`src/rtl/crc8_pkg.sv`:
```
// Shared CRC-8 definitions (poly 0x07, init 0x00, MSB-first, no reflection).
// Used by both the serial generator and the serial checker.
package crc8_pkg;

    localparam int              CRC_W     = 8;
    localparam logic [CRC_W-1:0] CRC8_POLY = 8'h07;
    localparam logic [CRC_W-1:0] CRC8_INIT = 8'h00;

    typedef enum logic [1:0] {
        IDLE = 2'd0,
        DATA = 2'd1,
        CRC  = 2'd2,
        DONE = 2'd3
    } crc8_state_e;

    // One direct-form LFSR update for a single serial bit.
    function automatic logic [CRC_W-1:0] crc8_step(input logic [CRC_W-1:0] lfsr,
                                                   input logic             din_bit);
        logic fb;
        fb = din_bit ^ lfsr[CRC_W-1];
        return {lfsr[CRC_W-2:0], 1'b0} ^ (fb ? CRC8_POLY : CRC8_INIT);
    endfunction

endpackage

```
`src/rtl/crc8_lfsr_step.sv`:
```
// Combinational single-bit CRC-8 LFSR update.
module crc8_lfsr_step
    import crc8_pkg::*;
(
    input  logic [CRC_W-1:0] lfsr_i,
    input  logic             bit_i,
    output logic [CRC_W-1:0] lfsr_o
);

    // Pure next-state function; no storage here.
    always_comb begin
        lfsr_o = crc8_step(lfsr_i, bit_i);
    end

endmodule

```
`src/rtl/crc8_serial_check.sv`:
```
// Serial CRC-8 frame checker: deserialises DATA_BITS payload bits plus 8 CRC
// bits (MSB first), divides the whole frame by x^8+x^2+x+1 and reports the
// syndrome. Gaps in din_vld shorter than GAP_MAX are transparent; a gap of
// GAP_MAX cycles aborts the frame with a one-cycle timeout pulse.
//
// state | meaning
// IDLE  | waiting for the first bit of a frame
// DATA  | accepting payload bits
// CRC   | accepting CRC bits
// DONE  | frame_vld cycle; a valid bit here starts the next frame
module crc8_serial_check
    import crc8_pkg::*;
#(
    parameter int DATA_BITS = 8,
    parameter int GAP_MAX   = 16
) (
    input  logic                 clk,
    input  logic                 rst_n,
    input  logic                 din,
    input  logic                 din_vld,
    input  logic                 clr,
    output logic [DATA_BITS-1:0] data_out,
    output logic [CRC_W-1:0]     crc_rx,
    output logic [CRC_W-1:0]     syndrome,
    output logic                 frame_vld,
    output logic                 crc_ok,
    output logic                 crc_err,
    output logic                 timeout
);

    localparam int BCW = $clog2(DATA_BITS + 8 + 1);
    localparam int GCW = $clog2(GAP_MAX + 1);

    crc8_state_e          state_q;
    logic [CRC_W-1:0]     lfsr_q, lfsr_base, lfsr_d;
    logic [DATA_BITS-1:0] shreg_q, shreg_d;
    logic [CRC_W-1:0]     crc_sh_q, crc_sh_d;
    logic [BCW-1:0]       bit_cnt_q;
    logic [GCW-1:0]       gap_cnt_q;
    logic [DATA_BITS-1:0] data_out_q;
    logic [CRC_W-1:0]     crc_rx_q, syndrome_q;
    logic                 frame_vld_q, crc_ok_q, crc_err_q, timeout_q;

    // The first bit of a frame (from IDLE or DONE) divides from a fresh LFSR.
    always_comb begin
        lfsr_base = ((state_q == IDLE) || (state_q == DONE)) ? CRC8_INIT : lfsr_q;
        shreg_d   = (shreg_q << 1) | DATA_BITS'(din);
        crc_sh_d  = (crc_sh_q << 1) | CRC_W'(din);
    end

    crc8_lfsr_step u_step (
        .lfsr_i (lfsr_base),
        .bit_i  (din),
        .lfsr_o (lfsr_d)
    );

    // Frame sequencing, gap watchdog and registered result outputs.
    always_ff @(posedge clk or negedge rst_n) begin
        if (!rst_n) begin
            state_q     <= IDLE;
            lfsr_q      <= CRC8_INIT;
            shreg_q     <= '0;
            crc_sh_q    <= '0;
            bit_cnt_q   <= '0;
            gap_cnt_q   <= '0;
            data_out_q  <= '0;
            crc_rx_q    <= '0;
            syndrome_q  <= '0;
            frame_vld_q <= 1'b0;
            crc_ok_q    <= 1'b0;
            crc_err_q   <= 1'b0;
            timeout_q   <= 1'b0;
        end else begin
            frame_vld_q <= 1'b0;
            timeout_q   <= 1'b0;
            if (clr) begin
                state_q    <= IDLE;
                lfsr_q     <= CRC8_INIT;
                shreg_q    <= '0;
                crc_sh_q   <= '0;
                bit_cnt_q  <= '0;
                gap_cnt_q  <= '0;
                data_out_q <= '0;
                crc_rx_q   <= '0;
                syndrome_q <= '0;
                crc_ok_q   <= 1'b0;
                crc_err_q  <= 1'b0;
            end else begin
                case (state_q)
                    IDLE, DONE: begin
                        gap_cnt_q <= '0;
                        if (din_vld) begin
                            lfsr_q    <= lfsr_d;
                            shreg_q   <= shreg_d;
                            bit_cnt_q <= BCW'(1);
                            state_q   <= (DATA_BITS == 1) ? CRC : DATA;
                        end else begin
                            state_q <= IDLE;
                        end
                    end
                    DATA, CRC: begin
                        if (din_vld) begin
                            gap_cnt_q <= '0;
                            lfsr_q    <= lfsr_d;
                            if (state_q == DATA) begin
                                shreg_q   <= shreg_d;
                                bit_cnt_q <= bit_cnt_q + BCW'(1);
                                if (bit_cnt_q == BCW'(DATA_BITS - 1))
                                    state_q <= CRC;
                            end else begin
                                crc_sh_q <= crc_sh_d;
                                if (bit_cnt_q == BCW'(DATA_BITS + 7)) begin
                                    state_q     <= DONE;
                                    bit_cnt_q   <= '0;
                                    data_out_q  <= shreg_q;
                                    crc_rx_q    <= crc_sh_d;
                                    syndrome_q  <= lfsr_d;
                                    crc_ok_q    <= (lfsr_d == CRC8_INIT);
                                    crc_err_q   <= (lfsr_d != CRC8_INIT);
                                    frame_vld_q <= 1'b1;
                                end else begin
                                    bit_cnt_q <= bit_cnt_q + BCW'(1);
                                end
                            end
                        end else if (gap_cnt_q == GCW'(GAP_MAX - 1)) begin
                            // Partial frame is dropped; result outputs keep the last frame.
                            timeout_q <= 1'b1;
                            state_q   <= IDLE;
                            gap_cnt_q <= '0;
                            bit_cnt_q <= '0;
                            lfsr_q    <= CRC8_INIT;
                        end else begin
                            gap_cnt_q <= gap_cnt_q + GCW'(1);
                        end
                    end
                    default: state_q <= IDLE;
                endcase
            end
        end
    end

    assign data_out  = data_out_q;
    assign crc_rx    = crc_rx_q;
    assign syndrome  = syndrome_q;
    assign frame_vld = frame_vld_q;
    assign crc_ok    = crc_ok_q;
    assign crc_err   = crc_err_q;
    assign timeout   = timeout_q;

endmodule

```
`config.mk`:
```
export PLATFORM = sky130hd
export DESIGN_NAME = crc8_serial_check
export DESIGN_NICKNAME = d
export VERILOG_FILES = /design/src/rtl/crc8_pkg.sv /design/src/rtl/crc8_lfsr_step.sv /design/src/rtl/crc8_serial_check.sv
export SDC_FILE = /design/constraint.sdc
export NUM_CORES = 1
export LEC_CHECK = 0
export ABC_CLOCK_PERIOD_IN_PS = 2600
export BUFFER_PORTS_ARGS = -buffer_cell sky130_fd_sc_hd__buf_2
export CORE_MARGIN = 2
export CORE_UTILIZATION = 56
export DETAILED_ROUTE_END_ITERATION = 7
export GPL_TIMING_DRIVEN = 1
export PLACE_DENSITY = 0.74
export SLEW_MARGIN = 20
export SYNTH_ARGS = -nofsm -noshare
export SYNTH_HDL_FRONTEND = slang
export SYNTH_SLANG_ARGS = --single-unit
```
`constraint.sdc`:
```
create_clock -name clk -period 2.6 [get_ports clk]
set_input_delay 0.39 -clock clk [delete_from_list [all_inputs] [get_ports clk]]
set_output_delay 0.39 -clock clk [all_outputs]
set_load 0.05 [all_outputs]
```
==> results.cfg, run 1 <==
[global_route]
grt_use_total = 0.218
grt_overflow = 0
antenna_found_initial = 0
grt_pass1_vias = 1845
grt_pass1_wl_um = 8690
grt_max_degree = 40

[cells_and_area]
regArea_um2 = 1580
num-nets-final = 296
diodes = 0
multi_input_area_um2 = 1010
layout-drive-gt1-share = 0.190
fillerInstances = 367
areaGrowthSynthToFinish_pct = 15.3

[clock_tree]
cts_root_buf = clkbuf_8
htreeDepth = 3
cts_made_buffers = 9
post_cts_resize_count = 0
cts_buffer_depth = 2
clk_pin_slew_ns = 0.07
numClockSinks = 63
post_cts_buffers = 0
ctsHoldBuffers = 0
cts_tree = built
insertion_delay_ns = 0.34

[setup_path]
end_kind = flop
crit_type = flop to flop
worstPathRequired_ns = 2.82
crit_path_start_kind = flop
cp_common_cell = ha_1
critPathSlowestCell = ha_1
cp.arrival_ns = 2.24
crit_chain = inv_1 > ha_1 > nor2b_1 > xnor2_1 > ha_1 > a22o_1
crit_path_max_incr_delay_ns = 0.53
worstPathMaxFanout = 14

[floorplanning]
coreArea_um2 = 4660
fp.dieW_um = 73.1
die_area_um2 = 5340
io_pins = 33
rows = 25
initial_core_util = 0.573
die_h_um = 73.1

[synthesis]
synthFlopType = dfrtp_1
syn_avg_cell_area_um2 = 10.7
synthCells = 249
syn_nets = 259
synthesis.area_um2 = 2670
ys_seq_elements = 63
ys_seq_area_frac = 0.590
async_reset_ff_frac = 1.00
synth-edff-count = 0
synth_cell_type_count = 40
yosys_warnings = 0

[timing]
setup_viol = 0
final_max_slew_viol_count = 0
period_needed_ns = 2.02
holdWs_ns = 0.108
rsz0062_at_grt = no
final-hold-violation-count = 0
skew_ns = 0.00652
max_slew_margin = 0.516
worst_pin_slew_ns = 0.727
timing.final.crit_share = 0.776
max_freq_ghz = 0.495
tns_ns = 0

[route]
dr.pass1.iters = 4
via_count = 1904
drt-total-wl_um = 5100
drc_errors = 0
viasPerCell = 5.53
antenna_left = 0
wl_per_cell_um = 14.8
drt_iter0_drc = 86

[power]
peakVddDrop_uv = 548
power_leakage_nw = 1.52
power.density_nw_per_um2 = 776

[min_path]
min_path_type = input pin to asynchronous set/reset pin

[placement]
place.gp.congestion = 0.769
numPortBuffers = 32
post-dp-hpwl_um = 3380

[run]
cap_violations = 0

[status]
outcome = complete, no violations
## cells in the mapped netlist (2+ instances only)
cell type	n	area (um^2)
a21oi_1	13	65.1
a31oi_1	2	12.5
a22o_1	18	158
buf_6	2	22.5
o21ai_1	9	45.0
ha_1	5	62.6
nand2_1	47	176
and3_1	5	31.3
nor2b_1	3	18.8
o31ai_1	3	22.5
buf_2	5	25.0
xor2_1	2	17.5
inv_1	4	15.0
xnor2_1	3	26.3
nand3_1	3	15.0
nor2_1	9	33.8
nand2b_1	9	56.3
o21ai_0	19	95.1
clkbuf_1	2	7.51
nand4b_1	2	17.5
dfrtp_1	63	1580
buf_4	2	15.0
nor3_1	2	10.0
## layer usage
layer	GRT usage	routed length, um
met4	0.144	147
met2	0.320	2290
met1	0.291	2490
met3	0.0428	175
met5	0	0
## cell type report
cell class | instances | area share
clock inverters | 4 | 0.0227
well taps | 54 | 0.0219
clock buffers | 11 | 0.0459
inverters | 4 | 0.00487
repair buffers | 38 | 0.0666
flip-flops and latches | 63 | 0.512
multi-input cells | 170 | 0.326
## sequential cells by signal (all words and copies together) (netlist names), 2 cells and up
name	count
bit_cnt_q	5
syndrome	8
crc_rx	8
crc_sh_q	7
gap_cnt_q	5
state_q	2
shreg_q	8
data_out	8
lfsr_q	8
## power by group
part	internal (W)	switching [W]
combinational	0.000124	0.000292
sequential	0.00103	0.0000324
clock	0.000558	0.000357
total	0.00171	0.000682
## path summary, 6_finish.rpt
check	startpoint	to	slack, ns	cells after the start
setup / recovery	state_q[0]	lfsr_q[1]	0.58	6
hold / removal	rst_n	shreg_q[6]	0.11	1
setup reg to reg	state_q[0]	lfsr_q[1]	0.58	6
hold reg to reg	gap_cnt_q[0]	gap_cnt_q[0]	0.47	1
max in group asynchronous	rst_n	bit_cnt_q[2]	1.73	2
min in group clk	din_vld	timeout	0.35	2
## critical path: cells and delay by family, from the launching register on
family,cells,cell delay (ns)
adder cells (fa/ha/maj),2,0.84
flip-flops,1,0.37
XOR/XNOR,1,0.32
AO/OA/AOI/OAI,1,0.21
AND/OR/NAND/NOR,1,0.11
buffers and inverters,1,0.05
## stage by stage
stage	std cells	area (um^2)	setup slack (ns)	utilization	total power (W)
3_5_place_dp	329	2870	0.602	0.616	0.00149
4_1_cts	344	3080	0.587	0.661	0.00241
2_1_floorplan	249	2670	0.779	-	0.00139
5_1_grt	344	3080	0.375	0.661	0.00249
6_report	344	3080	0.581	0.661	0.00239
3_3_place_gp	329	2870	0.686	0.616	0.00148
## placed cells by master, fill, tap and decap left out, drive strengths merged
| cell type | synthesis | routed |
|---|---|---|
| dfrtp | 63 | 63 |
| nand2 | 47 | 47 |
| buf | 9 | 38 |
| o21ai | 28 | 28 |
| a22o | 18 | 18 |
| a21oi | 14 | 14 |
| clkbuf | 3 | 11 |
| nand2b | 9 | 9 |
| nor2 | 9 | 9 |
| and3 | 5 | 5 |
| ha | 5 | 5 |
| inv | 4 | 4 |
| o31ai | 4 | 4 |
| nor2b | 3 | 3 |
| xnor2 | 3 | 3 |
| nand3 | 3 | 3 |
| nor3 | 2 | 2 |
| xor2 | 2 | 2 |
| nand4b | 2 | 2 |
| a31oi | 2 | 2 |
| clkinv | 0 | 2 |
| bufinv | 0 | 2 |
| and2 | 1 | 1 |
| nor4 | 1 | 1 |
| and4b | 1 | 1 |
| nor3b | 1 | 1 |
| a32oi | 1 | 1 |
| or3b | 1 | 1 |
| or2b | 1 | 1 |
| o21a | 1 | 1 |
| or4 | 1 | 1 |
| o21bai | 1 | 1 |
| or2 | 1 | 1 |
| a32o | 1 | 1 |
| or3 | 1 | 1 |
| mux2i | 1 | 1 |
## kinds of logic after synthesis
group,after synthesis,share of synthesized area
buf+inv,16,0.0337
mux,1,0.00375
simple gates,89,0.163
xor+xnor,5,0.0164
fa+ha+maj,5,0.0234
flops,63,0.590
compound gates,70,0.169
No activity file was read; power rests on OpenSTA's default activity.
==> inputs of run 2 (changes only) <==
--- a/config.mk
+++ b/config.mk
@@ -5,7 +5,7 @@
 export SDC_FILE = /design/constraint.sdc
 export NUM_CORES = 1
 export LEC_CHECK = 0
-export ABC_CLOCK_PERIOD_IN_PS = 2600
+export ABC_CLOCK_PERIOD_IN_PS = 2000
 export BUFFER_PORTS_ARGS = -buffer_cell sky130_fd_sc_hd__buf_2
 export CORE_MARGIN = 2
 export CORE_UTILIZATION = 56
==> constraint.sdc (replaced) <==
create_clock -name clk -period 2 [get_ports clk]
set_input_delay 0.3 -clock clk [delete_from_list [all_inputs] [get_ports clk]]
set_output_delay 0.3 -clock clk [all_outputs]
set_load 0.05 [all_outputs]
==> run 2 against run 1 <==
  * Power rose by 32%
  * Hold slack improved by 0.14 ns
  * Critical path type unchanged
  * Wire length fell by 0.82%
  * Clock power rose by 30%
  * Highest routed layer unchanged
==> results.cfg, run 2 (synthesis results as in run 1) <==
[status]
outcome = complete, no violations

[clock_tree]
htreeDepth = 3
cts_tree = built
cts_made_buffers = 9
clk_pin_slew_ns = 0.06
cts_buffer_depth = 2
cts_root_buf = clkbuf_8
insertion_delay_ns = 0.34
numClockSinks = 63

[min_path]
min_path_type = input pin to flop
min_from = din_vld
hold_depth = 2
worstHoldEndpoint = timeout

[cells_and_area]
final_cell_mix = dfrtp_1 (63), nand2_1 (47), buf_2 (32), o21ai_0 (19), a22o_1 (18)
final_common_cell = dfrtp_1
areaGrowthSynthToFinish_pct = 17.6
diodes = 0
layout-drive-gt1-share = 0.206
num-nets-final = 302

[global_route]
antenna_found_initial = 0
grt_pass1_vias = 1708
grt_use_total = 0.209
grt_overflow = 0
grt_pass1_wl_um = 8240
grt_max_degree = 64

[floorplanning]
fp.dieW_um = 73.1
die_area_um2 = 5340
coreArea_um2 = 4660
io_pins = 33
die_h_um = 73.1
initial_core_util = 0.573
rows = 25

[setup_path]
worstPathMaxFanout = 9
end_kind = flop
r2r-start = state_q[0]
cp.arrival_ns = 2.10
worstPathRequired_ns = 2.22
r2r_slack_ns = 0.12
crit_path_start_kind = flop
worstReg2RegEnd = state_q[0]
crit_type = flop to flop
ff2ff_path_depth = 5

[timing]
setup_viol = 0
tns_ns = 0
rsz0062_at_grt = no
skew_ns = 0.00661
timing.final.crit_share = 0.939
setup_slack_ns = 0.122
max_freq_ghz = 0.532
final-hold-violation-count = 0
max_slew_margin = 0.683
worst_pin_slew_ns = 0.471
final_max_slew_viol_count = 0
period_needed_ns = 1.88

[placement]
place.gp.congestion = 0.872
place_ws_ns = 0.159
numPortBuffers = 32
post-dp-hpwl_um = 3390

[route]
drt_iter0_drc = 120
drc_errors = 0
dr.pass1.iters = 4
via_count = 1921
drt-total-wl_um = 5060
wl_per_cell_um = 14.5
antenna_left = 0
viasPerCell = 5.49

[power]
peakVddDrop_uv = 567
power.density_nw_per_um2 = 1000
power_leakage_nw = 1.56

[run]
cap_violations = 0
==> run 2: cell types whose count changed in the layout (fill, tap and decap cells not counted), sizes merged <==
cell         previous run  this run
dlygate4sd3             0         1
buf                    38        43
==> run 2: worst max path at each step <==
stage	start	endpoint	slack, ns	cells past startpoint
6_report	state_q[0]	state_q[0]	0.12	5
5_1_grt	state_q[0]	state_q[1]	0.007	6
4_1_cts	state_q[0]	bit_cnt_q[3]	0.1	5
3_5_place_dp	state_q[0]	bit_cnt_q[3]	0.16	5
3_3_place_gp	state_q[0]	bit_cnt_q[3]	0.20	5
2_1_floorplan	state_q[0]	lfsr_q[1]	0.18	7
==> run 2: area by class of cell <==
| type | instances | area [um^2] |
|---|---|---|
| clock buffers | 11 | 141 |
| clock inverters | 4 | 70.1 |
| fillers | 368 | 1520 |
| inverters | 4 | 15.0 |
| multi-input cells | 170 | 1010 |
| flip-flops and latches | 63 | 1580 |
| well taps | 54 | 67.6 |
| repair buffers | 44 | 265 |
==> run 2: stage by stage <==
stage | cells | total power [W] | util | hold WS (ns) | cell area (um^2)
final | 350 | 0.00315 | 0.675 | 0.249 | 3140
after floorplan | 249 | 0.00181 | - | 0.00441 | 2670
after global routing | 350 | 0.00330 | 0.675 | 0.243 | 3140
after CTS | 350 | 0.00318 | 0.674 | 0.232 | 3140
after global placement | 334 | 0.00197 | 0.627 | 0.337 | 2920
after detailed placement | 334 | 0.00198 | 0.627 | 0.336 | 2920
==> run 2: report_power, final <==
part	switching [W]	internal [W]
combinational	0.000383	0.000199
clock	0.000468	0.000725
sequential	0.0000437	0.00134
==> run 2: worst max-delay path, stage by stage (launching register included) <==
cell     delay (ns)
dfrtp_1        0.38
inv_1          0.06
ha_1           0.42
nor3_1         0.42
a32oi_1        0.20
a32o_1         0.30
==> run 2: per-layer routing <==
metal	wire length [um]	vias to the layer above	GRT usage
met4	88	0	0.0864
met2	2210	38	0.288
met1	2520	922	0.297
met3	241	9	0.0787
li1	-	952	-
met5	0	-	0
==> run 2: timing repair <==
action / CTS / global route
resized for setup: 0 / 1
hold endpoints to repair: 63 / 0
setup buffers: 0 / 0
hold buffers: 1 / 0
setup endpoints to repair: 0 / 1
